**src/rtl/updown_counter_n.sv**
```systemverilog
// Parametrised up/down counter with programmable modulus, parallel load and
// wrap-or-saturate boundary handling; ovf can drive the next stage's en.
module updown_counter_n #(
  parameter int unsigned WIDTH    = 8,
  parameter int unsigned MAX_VAL  = (2 ** WIDTH) - 1,
  parameter bit          SAT_MODE = 1'b0,
  parameter int unsigned RST_VAL  = 0
) (
  input  logic             clk,
  input  logic             rst,
  input  logic             en,
  input  logic             up,
  input  logic             load,
  input  logic [WIDTH-1:0] load_val,
  output logic [WIDTH-1:0] Q,
  output logic             ovf,
  output logic             tc,
  output logic             zero
);

  localparam longint unsigned FULL_L = (64'd1 << WIDTH) - 64'd1;
  localparam logic [WIDTH-1:0] MAX_L  = WIDTH'(MAX_VAL);
  localparam logic [WIDTH-1:0] RST_L  = WIDTH'(RST_VAL);
  localparam logic [WIDTH-1:0] ZERO_L = {WIDTH{1'b0}};
  localparam logic [WIDTH-1:0] ONE_L  = {{(WIDTH-1){1'b0}}, 1'b1};

  // Reject parameter sets the counter cannot honour
  if (WIDTH < 2 || MAX_VAL == 0 || longint'(MAX_VAL) > FULL_L || RST_VAL > MAX_VAL) begin : g_bad_params
    $error("updown_counter_n: illegal WIDTH/MAX_VAL/RST_VAL combination");
  end

  logic [WIDTH-1:0] q_r;
  logic [WIDTH-1:0] q_nxt_s;
  logic             ovf_r;
  logic             ovf_nxt_s;

  // Next-state: load beats count; a step past a boundary wraps or saturates and flags ovf
  always_comb begin
    q_nxt_s   = q_r;
    ovf_nxt_s = 1'b0;
    if (load) begin
      q_nxt_s = (load_val > MAX_L) ? MAX_L : load_val;
    end else if (en) begin
      if (up) begin
        if (q_r >= MAX_L) begin
          ovf_nxt_s = 1'b1;
          q_nxt_s   = SAT_MODE ? MAX_L : ZERO_L;
        end else begin
          q_nxt_s = q_r + ONE_L;
        end
      end else begin
        if (q_r == ZERO_L) begin
          ovf_nxt_s = 1'b1;
          q_nxt_s   = SAT_MODE ? ZERO_L : MAX_L;
        end else begin
          q_nxt_s = q_r - ONE_L;
        end
      end
    end else begin
      q_nxt_s = q_r;
    end
  end

  // State register with synchronous active-low reset
  always_ff @(posedge clk) begin
    if (!rst) begin
      q_r   <= RST_L;
      ovf_r <= 1'b0;
    end else begin
      q_r   <= q_nxt_s;
      ovf_r <= ovf_nxt_s;
    end
  end

  assign Q    = q_r;
  assign ovf  = ovf_r;
  // tc tracks the live direction so it always predicts the next enabled step
  assign tc   = up ? (q_r == MAX_L) : (q_r == ZERO_L);
  assign zero = (q_r == ZERO_L);

endmodule

```
**config.mk**
```make
export PLATFORM = sky130hd
export DESIGN_NAME = updown_counter_n
export DESIGN_NICKNAME = d
export VERILOG_FILES = /design/src/rtl/updown_counter_n.sv
export SDC_FILE = /design/constraint.sdc
export NUM_CORES = 1
export LEC_CHECK = 0
export ABC_CLOCK_PERIOD_IN_PS = 2100
export CAP_MARGIN = 10
export CORE_MARGIN = 3
export CORE_UTILIZATION = 47
export CTS_CLUSTER_SIZE = 25
export DETAILED_ROUTE_END_ITERATION = 12
export PLACE_DENSITY = 0.89
export SLEW_MARGIN = 20
export SYNTH_ARGS = -nofsm -noshare
export SYNTH_HDL_FRONTEND = slang
export SYNTH_SLANG_ARGS = --single-unit
```
**constraint.sdc**
```tcl
create_clock -name clk -period 2.1 [get_ports clk]
set_input_delay 0.42 -clock clk [delete_from_list [all_inputs] [get_ports clk]]
set_output_delay 0.42 -clock clk [all_outputs]
set_load 0.05 [all_outputs]
```
==> out/metrics.sh <==
WORST-SLEW-PIN-TRANSITION_NS=0.509
CTS.CLK_SLEW.WORST_PATHS_NS=0.07
SYNTH.LIB_CELLS_USED.DISTINCT=41
CLOCK_SINK_COUNT=9
TRACK_USAGE=0.247
DIE_W_UM=48.5
CTS_TREE='built'
ROW_COUNT=14
FINISH.INSTANCE_AREA_UM2=1210
FLOORPLAN.IO_PINS=24
STATUS='complete, no violations'
POST_DETAILED_PLACEMENT_CELL_AREA_UM2=1160
WORST_SLEW_MARGIN_REL=0.660
SYNTH-MAIN-FF-CELL='sky130_fd_sc_hd__dfxtp_1'
HOLD_VIOLATIONS=0
CP_MAX_FO=8
WORSTSKEWPAIRLATENCY_NS=0.29
WORST_PATH_ARRIVAL_NS=1.63
NETLIST.AREA_LEADER.SHARE=0.213
CRIT_TYPE='reg2out'
ANTENNA_FIX_CELLS=0
TIMING.CRITICAL_PATH.CELLS='inv_1 > ha_1 > nor3b_4 > nand3b_1 > nand2_2 > buf_12'
ROUTE.DETAILED.WL_PER_INST_UM=15.9
PART_OF_THE_CYCLE_THE_WORST_PATH_NEEDS=0.975
MAX-VDD-IR-DROP_V=0.000551
TRITONCTS.NUM_BUFFERS=3
VIAS_PER_CELL=6.20
NUMPORTBUFFERS=23
MET3WIRELENGTH_UM=279
CRITPATHREQUIREDTIME_NS=1.68
TOPROUTINGLAYERUSED='met4'
SYNTH_FP_NETS=130
NETLIST_TOP_CELLS_AREA='sky130_fd_sc_hd__dfxtp_1, sky130_fd_sc_hd__a21oi_1, sky130_fd_sc_hd__nand2_1, sky130_fd_sc_hd__o21ai_0, sky130_fd_sc_hd__ha_1'
NUMBER_OF_GLOBAL_ROUTE_VIAS_BEFORE_REPAIR=962
TIMING.CLOCK.SKEW_NS=0.00952
ROUTE.LAYER.MET1.WL_MM=1.04
DESIGN.DIE.AREA_UM2=2350
SYNTH_TOP_AREA_CELL='sky130_fd_sc_hd__dfxtp_1'
CRIT_SLOWEST_CELL='sky130_fd_sc_hd__dfxtp_4'
HOLD_PATH.CLASS='reg2reg'
NUM-NETS-FINAL=162
FIN_CRIT_NS=2.05
DRT_ITER0_MARKERS=47
CORE_AREA_UM2=1590
GRT_FIRST_PASS_WIRELENGTH_MM=4.51
ASYNCSETRESETFLOPFRACSYNTH=0
REPORT.FINAL.SLEW_VIOL_COUNT=0
POST_CTS_RESIZE_COUNT=2
DIE_HEIGHT_UM=48.5
SYN_STD_CELL_AREA_UM2=847
CTS-ROOT-BUF='sky130_fd_sc_hd__clkbuf_4'
INITIAL_UTILIZATION=0.531
YS_SEQ_ELEMENTS=9
FRACTION_OF_LAYOUT_INSTANCES_USING_A_DRIVE_STRENGTH_ABOVE_1=0.234
DP_HPWL_MM=2.02
CAP_VIOLATIONS=0
SYN_TO_FINAL_GROWTH_PCT=43.0
NUMBER_OF_ANTENNA_VIOLATIONS_AT_THE_FIRST_CHECK_IN_GLOBAL_ROUTING=0
STARTPOINT_TYPE='register'
SYNTH_ENABLE_FLOP_CELLS=0
POWER_DENSITY_nW_PER_UM2=550
CP_SLOWEST_STAGE_DELAY_NS=0.38
POWER.LEAKAGE_uW=0.000476
FINAL_UTIL=0.760
REMAINING_ANTENNA_VIOLATION_COUNT=0
HOLD_BUFFER_COUNT_AT_CTS=0
DRC=0
SYNTH.YOSYS.SEQ_AREA_SHARE=0.213
GRT_START_MAX_NET_PINS=12
DR_WL_MET2_MM=1.22
GP_CONGESTION=0.904
DRT_PRE_ANTENNA_ITERS=6
VIAS=1047
YOSYS_WARNINGS=0
WORSTSETUPENDPOINTTYPE='output port'
GRT_OVERFLOW_TOTAL=0
POST_CTS_BUFFERS=0
REPORT.FINAL.SETUP_VIOL=0
TOTAL_NUMBER_OF_H_TREE_LEVELS=1
CLOCK.FMAX_MHz=489
LONGEST_CLK_PATH_BUFS=2
FINALWIRELENGTH_MM=2.69
SYNTH.AVG_CELL_AREA_UM2=7.43
SYNTH_INSTANCES=114
-- cells in the final DEF, fill, tap and decap left out, types with 3 or more instances in the layout --
master                            instances
sky130_fd_sc_hd__a21oi_1                 11
sky130_fd_sc_hd__a311o_1                  3
sky130_fd_sc_hd__and3_1                   3
sky130_fd_sc_hd__buf_4                   15
sky130_fd_sc_hd__clkbuf_4                 3
sky130_fd_sc_hd__clkdlybuf4s50_1         16
sky130_fd_sc_hd__dfxtp_1                  3
sky130_fd_sc_hd__dfxtp_2                  4
sky130_fd_sc_hd__inv_1                    6
sky130_fd_sc_hd__nand2_1                 11
sky130_fd_sc_hd__nand3_1                  5
sky130_fd_sc_hd__nor2_1                   9
sky130_fd_sc_hd__nor3_1                   4
sky130_fd_sc_hd__o21ai_0                  8
sky130_fd_sc_hd__o21ai_1                  3
sky130_fd_sc_hd__xnor2_1                  3
-- routing by layer --
| layer | vias up | GRT usage |
|---|---|---|
| met1 | 464 | 0.298 |
| met4 | 0 | 0.142 |
| met3 | 16 | 0.0736 |
| li1 | 489 | - |
| met2 | 78 | 0.388 |
| met5 | - | 0 |
-- registers in the layout (all words and copies together), names as in the netlist --
register,count
ovf,1
Q,8
-- final cells by class --
class | count | area (um2)
Timing Repair Buffer | 34 | 325
Tap cell | 24 | 30.0
Clock buffer | 4 | 26.3
Fill cell | 113 | 383
Sequential cell | 9 | 193
Inverter | 6 | 22.5
Multi-Input combinational cell | 92 | 614
-- metrics by stage --
| stage | power (uW) | setup TNS [ns] | std cells | hold WS (ns) | setup slack (ns) |
|---|---|---|---|---|---|
| finish | 666 | 0 | 169 | 0.619 | 0.0533 |
| global route | 706 | -0.0305 | 169 | 0.645 | -0.0305 |
| CTS | 657 | 0 | 169 | 0.628 | 0.0217 |
| detailed placement | 507 | 0 | 165 | 0.620 | 0.0856 |
| global placement | 499 | 0 | 165 | 0.605 | 0.131 |
| floorplan | 401 | 0 | 114 | 0.551 | 0.0202 |
-- cell usage after synthesis, drive strengths merged (4+ instances only) --
cell / number
inv: 6
dfxtp: 9
o21ai: 11
nor2: 10
nor3: 4
nand3: 5
a21oi: 12
nand2: 12
clkbuf: 4
-- power by group --
part           total (uW)  switching, uW  internal (uW)
sequential            225           38.7            187
clock                 151           77.5           74.0
combinational         289            162            127
-- critical path: cells and delay by family, from the launching register on --
kind                       cells  cell delay, ns
adders and majority gates      1            0.18
and+or+nand+nor                3            0.54
DFF                            1            0.38
buffers and inverters          2            0.24
-- cell families (layout without fill, tap and decap cells) --
family                   count (synthesis)  in the layout  synth area share
AND/OR/NAND/NOR                         45             45             0.284
adder cells (fa/ha/maj)                  3              3            0.0443
AO/OA/AOI/OAI                           39             39             0.325
multiplexers                             1              1            0.0118
flip-flops                               9              9             0.213
buffers and inverters                   13             44            0.0812
XOR/XNOR                                 4              4            0.0414
-- final timing paths --
kind / depth (start not counted) / endpoint / slack (ns) / start
worst max-delay path: 6 / tc / 0.05 / Q[1]$_SDFFE_PN0P_
worst min-delay path: 2 / Q[0]$_SDFFE_PN0P_ / 0.62 / Q[0]$_SDFFE_PN0P_
worst max register to register: 8 / Q[2]$_SDFFE_PN0P_ / 0.40 / Q[1]$_SDFFE_PN0P_
worst min register to register: 2 / Q[0]$_SDFFE_PN0P_ / 0.62 / Q[0]$_SDFFE_PN0P_
Power figures use the tool's default switching activity.
